--- config.mk ---
export PLATFORM = sky130hd
export DESIGN_NAME = pci_init_cmd_seq
export DESIGN_NICKNAME = d
export VERILOG_FILES = /design/src/rtl/pci_init_pkg.sv /design/src/rtl/pci_init_term_decode.sv /design/src/rtl/pci_init_cmd_seq.sv
export SDC_FILE = /design/constraint.sdc
export NUM_CORES = 1
export LEC_CHECK = 0
export BUFFER_PORTS_ARGS = -buffer_cell sky130_fd_sc_hd__buf_4
export CAP_MARGIN = 20
export CORE_AREA = 4 4 119 110
export CTS_CLUSTER_SIZE = 25
export DETAILED_ROUTE_END_ITERATION = 7
export DIE_AREA = 0 0 123 114
export GPL_TIMING_DRIVEN = 0
export PLACE_DENSITY = 0.81
export SLEW_MARGIN = 15
export SYNTH_ARGS = -nofsm -noshare
export SYNTH_HDL_FRONTEND = slang
export SYNTH_SLANG_ARGS = --single-unit
export TNS_END_PERCENT = 100
--- constraint.sdc ---
create_clock -name CLK -period 3.1 [get_ports CLK]
set_input_delay 0.31 -clock CLK [delete_from_list [all_inputs] [get_ports CLK]]
set_output_delay 0.31 -clock CLK [all_outputs]
set_load 0.01 [all_outputs]
--- src/rtl/pci_init_pkg.sv ---
// Shared types and constants for the PCI initiator command sequencer.
package pci_init_pkg;

  localparam int unsigned ADDR_W = 30;
  localparam int unsigned DATA_W = 32;
  localparam int unsigned BE_W   = 4;
  localparam int unsigned CSR_W  = 40;

  localparam int unsigned CSR_FATAL0 = 38;
  localparam int unsigned CSR_FATAL1 = 39;
  localparam int unsigned CSR_RETRY  = 36;

  localparam logic [3:0] CMD_MEM_RD = 4'b0110;
  localparam logic [3:0] CMD_MEM_WR = 4'b0111;

  typedef enum logic [2:0] {
    ST_IDLE,
    ST_REQ,
    ST_XFER,
    ST_RTY,
    ST_DONE,
    ST_DEAD
  } state_e;

  typedef enum logic [1:0] {
    ERR_OK    = 2'b00,
    ERR_RETRY = 2'b01,
    ERR_FATAL = 2'b10
  } rsp_err_e;

  typedef struct packed {
    logic              wr;
    logic [ADDR_W-1:0] addr;
    logic [BE_W-1:0]   be;
    logic [DATA_W-1:0] wdata;
  } cmd_t;

endpackage

--- src/rtl/pci_init_term_decode.sv ---
// Detects the end of a core data phase and captures the termination status
// (fatal / retry) seen while the data phase was active.
module pci_init_term_decode
  import pci_init_pkg::*;
(
  input  logic             clk,
  input  logic             rst,
  input  logic             m_data,
  input  logic             m_addr_n,
  input  logic [CSR_W-1:0] csr,
  output logic             fell,
  output logic             fatal,
  output logic             retry
);

  logic m_data_q, m_data_d;
  logic fatal_q, fatal_d;
  logic retry_q, retry_d;
  logic unused_csr;

  assign unused_csr = ^{csr[37], csr[35:0]};

  // A new address phase clears stale status; an active data phase reloads it.
  always_comb begin
    m_data_d = m_data;
    fatal_d  = fatal_q;
    retry_d  = retry_q;
    if (!m_addr_n) begin
      fatal_d = 1'b0;
      retry_d = 1'b0;
    end else if (m_data) begin
      fatal_d = csr[CSR_FATAL1] | csr[CSR_FATAL0];
      retry_d = csr[CSR_RETRY];
    end
  end

  always_ff @(posedge clk or posedge rst) begin
    if (rst) begin
      m_data_q <= 1'b0;
      fatal_q  <= 1'b0;
      retry_q  <= 1'b0;
    end else begin
      m_data_q <= m_data_d;
      fatal_q  <= fatal_d;
      retry_q  <= retry_d;
    end
  end

  assign fell  = ~m_data & m_data_q;
  assign fatal = fatal_q;
  assign retry = retry_q;

endmodule

--- src/rtl/pci_init_cmd_seq.sv ---
// Single-dword PCI initiator sequencer between user command logic and the PCI core.
// Define PCI_INIT_RETRY_LIMIT_EN to abort a command after MAX_RETRY retries.
module pci_init_cmd_seq
  import pci_init_pkg::*;
#(
  parameter int unsigned MAX_RETRY = 15,
  parameter int unsigned RCNT_W    = 4
) (
  input  logic              CLK,
  input  logic              reset,
  input  logic              cmd_valid,
  output logic              cmd_ready,
  input  logic              cmd_wr,
  input  logic [ADDR_W-1:0] cmd_addr,
  input  logic [BE_W-1:0]   cmd_be,
  input  logic [DATA_W-1:0] cmd_wdata,
  output logic              rsp_valid,
  input  logic              rsp_ready,
  output logic [DATA_W-1:0] rsp_rdata,
  output logic [1:0]        rsp_err,
  input  logic [DATA_W-1:0] adio_out,
  output logic [DATA_W-1:0] adio_in,
  output logic              adio_in_oe,
  input  logic              m_data,
  input  logic              m_data_vld,
  input  logic              m_addr_n,
  input  logic [CSR_W-1:0]  csr,
  output logic              request,
  output logic              requesthold,
  output logic              complete,
  output logic              m_ready,
  output logic [3:0]        m_cbe,
  output logic              m_wrdn
);

  localparam logic [RCNT_W-1:0] RETRY_LIMIT = RCNT_W'(MAX_RETRY);

  state_e              state_q, state_d;
  cmd_t                cmd_q, cmd_d;
  logic [RCNT_W-1:0]   rcnt_q, rcnt_d;
  logic                captured_q, captured_d;
  logic [DATA_W-1:0]   rdata_q, rdata_d;
  rsp_err_e            err_q, err_d;
  logic                rsp_valid_q, rsp_valid_d;
  logic                request_q, request_d;
  logic                complete_q, complete_d;
  logic                m_ready_q;
  logic                fell, fatal, retry;

  pci_init_term_decode u_term (
    .clk      (CLK),
    .rst      (reset),
    .m_data   (m_data),
    .m_addr_n (m_addr_n),
    .csr      (csr),
    .fell     (fell),
    .fatal    (fatal),
    .retry    (retry)
  );

`ifndef PCI_INIT_RETRY_LIMIT_EN
  logic unused_limit;
  assign unused_limit = ^RETRY_LIMIT;
`endif

  always_comb begin
    state_d     = state_q;
    cmd_d       = cmd_q;
    rcnt_d      = rcnt_q;
    captured_d  = captured_q;
    rdata_d     = rdata_q;
    err_d       = err_q;
    rsp_valid_d = rsp_valid_q;

    case (state_q)
      ST_IDLE: begin
        if (cmd_valid) begin
          cmd_d   = '{wr: cmd_wr, addr: cmd_addr, be: cmd_be, wdata: cmd_wdata};
          rcnt_d  = '0;
          rdata_d = '0;
          err_d   = ERR_OK;
          state_d = ST_REQ;
        end
      end
      ST_REQ: begin
        captured_d = 1'b0;
        state_d    = ST_XFER;
      end
      ST_XFER: begin
        if (!cmd_q.wr && m_data_vld && !captured_q) begin
          rdata_d    = adio_out;
          captured_d = 1'b1;
        end
        // Fatal termination takes priority over a retry request.
        if (fell) begin
          if (fatal) begin
            state_d     = ST_DEAD;
            rsp_valid_d = 1'b1;
            err_d       = ERR_FATAL;
          end else if (retry) begin
            state_d = ST_RTY;
          end else begin
            state_d     = ST_DONE;
            rsp_valid_d = 1'b1;
            err_d       = ERR_OK;
          end
        end
      end
      ST_RTY: begin
`ifdef PCI_INIT_RETRY_LIMIT_EN
        if (rcnt_q == RETRY_LIMIT) begin
          state_d     = ST_DONE;
          rsp_valid_d = 1'b1;
          err_d       = ERR_RETRY;
        end else begin
          rcnt_d  = rcnt_q + RCNT_W'(1);
          state_d = ST_REQ;
        end
`else
        rcnt_d  = rcnt_q + RCNT_W'(1);
        state_d = ST_REQ;
`endif
      end
      ST_DONE: begin
        if (rsp_ready) begin
          rsp_valid_d = 1'b0;
          state_d     = ST_IDLE;
        end
      end
      ST_DEAD: begin
        if (rsp_ready) begin
          rsp_valid_d = 1'b0;
        end
      end
      default: state_d = ST_IDLE;
    endcase

    request_d  = (state_d == ST_REQ);
    complete_d = (state_q == ST_REQ) || (state_q == ST_XFER);
  end

  always_ff @(posedge CLK or posedge reset) begin
    if (reset) begin
      state_q     <= ST_IDLE;
      cmd_q       <= '0;
      rcnt_q      <= '0;
      captured_q  <= 1'b0;
      rdata_q     <= '0;
      err_q       <= ERR_OK;
      rsp_valid_q <= 1'b0;
      request_q   <= 1'b0;
      complete_q  <= 1'b0;
      m_ready_q   <= 1'b0;
    end else begin
      state_q     <= state_d;
      cmd_q       <= cmd_d;
      rcnt_q      <= rcnt_d;
      captured_q  <= captured_d;
      rdata_q     <= rdata_d;
      err_q       <= err_d;
      rsp_valid_q <= rsp_valid_d;
      request_q   <= request_d;
      complete_q  <= complete_d;
      m_ready_q   <= 1'b1;
    end
  end

  // Address/data drive toward the core, qualified by an active transaction.
  always_comb begin
    m_cbe      = m_addr_n ? ~cmd_q.be : (cmd_q.wr ? CMD_MEM_WR : CMD_MEM_RD);
    adio_in    = '0;
    adio_in_oe = 1'b0;
    if (!m_addr_n && ((state_q == ST_REQ) || (state_q == ST_XFER))) begin
      adio_in    = {cmd_q.addr, 2'b00};
      adio_in_oe = 1'b1;
    end else if ((state_q == ST_XFER) && cmd_q.wr && m_data) begin
      adio_in    = cmd_q.wdata;
      adio_in_oe = 1'b1;
    end
  end

  assign cmd_ready   = (state_q == ST_IDLE);
  assign rsp_valid   = rsp_valid_q;
  assign rsp_rdata   = rdata_q;
  assign rsp_err     = err_q;
  assign request     = request_q;
  assign requesthold = 1'b0;
  assign complete    = complete_q;
  assign m_ready     = m_ready_q;
  assign m_wrdn      = cmd_q.wr;

endmodule

==> impl_metrics.csv <==
group,metric,value,unit
global_route,antenna_found_initial,0,
detailed_routing,drt_pass1_iterations,7,
detailed_routing,wl_met1,5400,µm
clock_network,cts_sinks,111,
synth,syn-instance-count,529,
floorplanning,fp-row-count,38,
worst_setup_path,end_kind,"primary output",
power,internal_power,4.06,mW
power,pwr-share-seq,39.5,%
finish,num-fill-cells,1010,
min_path,hp-class,"in2reg",
synth,yosysSeqAreaShare,55.3,%
detailed_routing,wl,13300,µm
sta,min_period,2.35,ns
floorplanning,core,0.0118,mm²
sta,fmax,425,MHz
synth,async_flop_share,100,%
power,p_per_area,908,mW/mm²
worst_setup_path,crit_type,"reg2out",
global_route,first_global_vias,4294,
placement,place_congestion,0.835,
worst_setup_path,worstRegToRegCells,6,
finish,seqCellArea,0.00278,mm²
clock_network,cts_tree,"built",
worst_setup_path,required,2.79,ns
worst_setup_path,reg2reg_to,"cmd_q[2]",
floorplanning,ios,224,
sta,whs,0.125,ns
worst_setup_path,cp-start-kind,"flop",
run,maxCapViolCount,0,
synth,yosysWarnings,0,
worst_setup_path,r2r_setup_slack,1.43,ns
sta,setup_tns,0,ns
power,ir_worst_vdd,0.479,mV
detailed_routing,via_per_inst,4.75,
synth,netlist-cell-type-count,34,
sta,tightest_slew,0.518,ns
sta,rsz0062_at_grt,"no",
detailed_routing,wire_per_inst,14.9,µm
global_route,grt_pass1_wl,20800,µm
sta,final.period_utilization,75.8,%
global_route,grt_max_degree,38,
floorplanning,start_util,42.5,%
worst_setup_path,r2r-start,"state_q[2]",
clock_network,clk_path_buf_depth,2,
detailed_routing,ant_nets,0,
finish,largest_reg_flops,66,
floorplanning,die_w,123,µm
floorplanning,dieHeight,114,µm
clock_network,cts-root-buf,"clkbuf_16",
sta,clock-skew-final,0.00452,ns
power,clockPowerShare,18.5,%
finish,n_antenna_cell,0,
synth,ys_ff_latch,111,
sta,hold_viol,0,
worst_setup_path,path_max_fanout,10,
floorplanning,dieArea,0.0140,mm²
finish,final_common_cell,"nand2_1",
clock_network,htreeDepth,3,
global_route,overflow,0,
sta,setup-violations-final,0,
detailed_routing,dr_wl_met2,6600,µm
worst_setup_path,startpoint,"state_q[1]",
power,p_comb_share,42.1,%
placement,dp_hpwl,10100,µm
clock_network,insertion_delay,0.35,ns
power,swShare,35.9,%
clock_network,cts_made_buffers,9,
detailed_routing,drt_iter0_markers,163,
synth,synth_edf_count,0,
detailed_routing,wl_met3,1040,µm
sta,drv_slew,0,
power,p_leak,4.02,nW
status,outcome,"complete, no violations",
detailed_routing,vias,4236,
detailed_routing,topRoutingLayerUsed,"met4",
finish,regMostFlops,"cmd_q",
power,p_sw,2.28,mW
synth,syn_area_per_cell,9.50,µm²
detailed_routing,drc,0,
clock_network,cts_resized,0,
sta,max_slew_margin,65.4,%
finish,drive_gt1_share,32.9,%
finish,num-nets-final,874,
finish,area_delta_synth_final,38.9,%
synth,syn_area,0.00503,mm²
synth,synthFlopType,"dfrtp_1",
finish,multiInputGateArea,0.00183,mm²
worst_setup_path,worstPathArrival,2.04,ns
placement,io_buffers,183,
global_route,grt.total_usage,19.1,%
clock_network,cts.clk_slew.worst_paths,0.07,ns
finish,layout_common_cells,"nand2_1 (237), buf_4 (192), dfrtp_1 (111)",
worst_setup_path,critPathCapture,"adio_in[30]",
## what timing repair did
action / 4_1_cts / 5_1_grt
hold endpoints to repair: 6 / 0
buffers inserted: 0 / 0
hold buffers: 1 / 0
## power by group through the flow
stage               combinational, mW  sequential [mW]  clock (mW)
global route                     2.96             2.58        1.26
global placement                 2.60             2.48           0
floorplan                        1.49             2.54           0
finish                           2.67             2.50        1.17
detailed placement               2.70             2.52           0
CTS                              2.71             2.50        1.20
## layer usage
metal  up-vias  track usage (%)
li1       2051                -
met1      2007             23.3
met2       160             32.6
met3        18             5.35
met4         0             6.49
met5         -                0
## stage by stage
stage | worst slack (ns) | cell area (µm²) | utilization, % | std cells | total power, mW
after floorplan | 1.38 | 5030 | - | 530 | 4.03
after global placement | 0.751 | 6610 | 55.8 | 873 | 5.08
after detailed placement | 1.10 | 6680 | 56.4 | 876 | 5.22
after CTS | 0.707 | 6990 | 59.0 | 892 | 6.42
after global routing | 0.629 | 6990 | 59.0 | 892 | 6.80
final | 0.750 | 6990 | 59.0 | 892 | 6.34
## worst max-delay path, stage by stage (launching register included)
cell	delay, ns
dfrtp_1	0.44
buf_6	0.17
xnor2_1	0.33
nor3_2	0.12
buf_2	0.22
a22o_1	0.27
buf_4	0.15
## Yosys cell counts, types with 2 or more instances
| library cell | n | area [µm²] |
|---|---|---|
| dfrtp_1 | 111 | 2780 |
| nand2b_1 | 4 | 25.0 |
| and2_1 | 2 | 12.5 |
| nor2b_1 | 5 | 31.3 |
| conb_1 | 2 | 7.51 |
| buf_4 | 9 | 67.6 |
| nor2_1 | 6 | 22.5 |
| nand2_1 | 237 | 890 |
| buf_6 | 16 | 180 |
| o21ai_0 | 5 | 25.0 |
| buf_2 | 7 | 35.0 |
| mux2i_1 | 34 | 340 |
| a22o_1 | 30 | 263 |
| nor3_1 | 2 | 10.0 |
| inv_1 | 37 | 139 |
| a21oi_1 | 4 | 20.0 |
## area by class of cell
class                           instances  area share, %
Buffer                                 33           4.10
Clock buffer                           12           3.67
Clock inverter                          3          0.609
Inverter                               37           2.04
Multi-Input combinational cell        349           26.2
Sequential cell                       111           39.8
Tap cell                              160           2.87
Timing Repair Buffer                  187           20.8
## worst min path at each step
stage	from	to	slack, ns	cells after the start
after floorplan	m_data	u_term.m_data_q	0.34	0
after global placement	cmd_q[1]	cmd_q[1]	0.45	2
after detailed placement	reset	rsp_rdata[6]	0.38	2
after CTS	m_data	u_term.m_data_q	0.11	1
after global routing	m_data	u_term.m_data_q	0.11	1
final	m_data	u_term.m_data_q	0.13	1
## cells by family (layout without fill, tap and decap cells)
logic type / Yosys count / count (layout) / synth area share (%)
and+or+nand+nor: 265 / 265 / 21.8
DFF: 111 / 111 / 55.3
buffers and inverters: 70 / 272 / 8.46
AOI/OAI and AO/OA: 46 / 46 / 7.37
muxes: 34 / 34 / 6.77
other: 2 / 3 / 0.149
xor gates and xnor gates: 1 / 1 / 0.174
No activity file was read; power rests on OpenSTA's default activity.
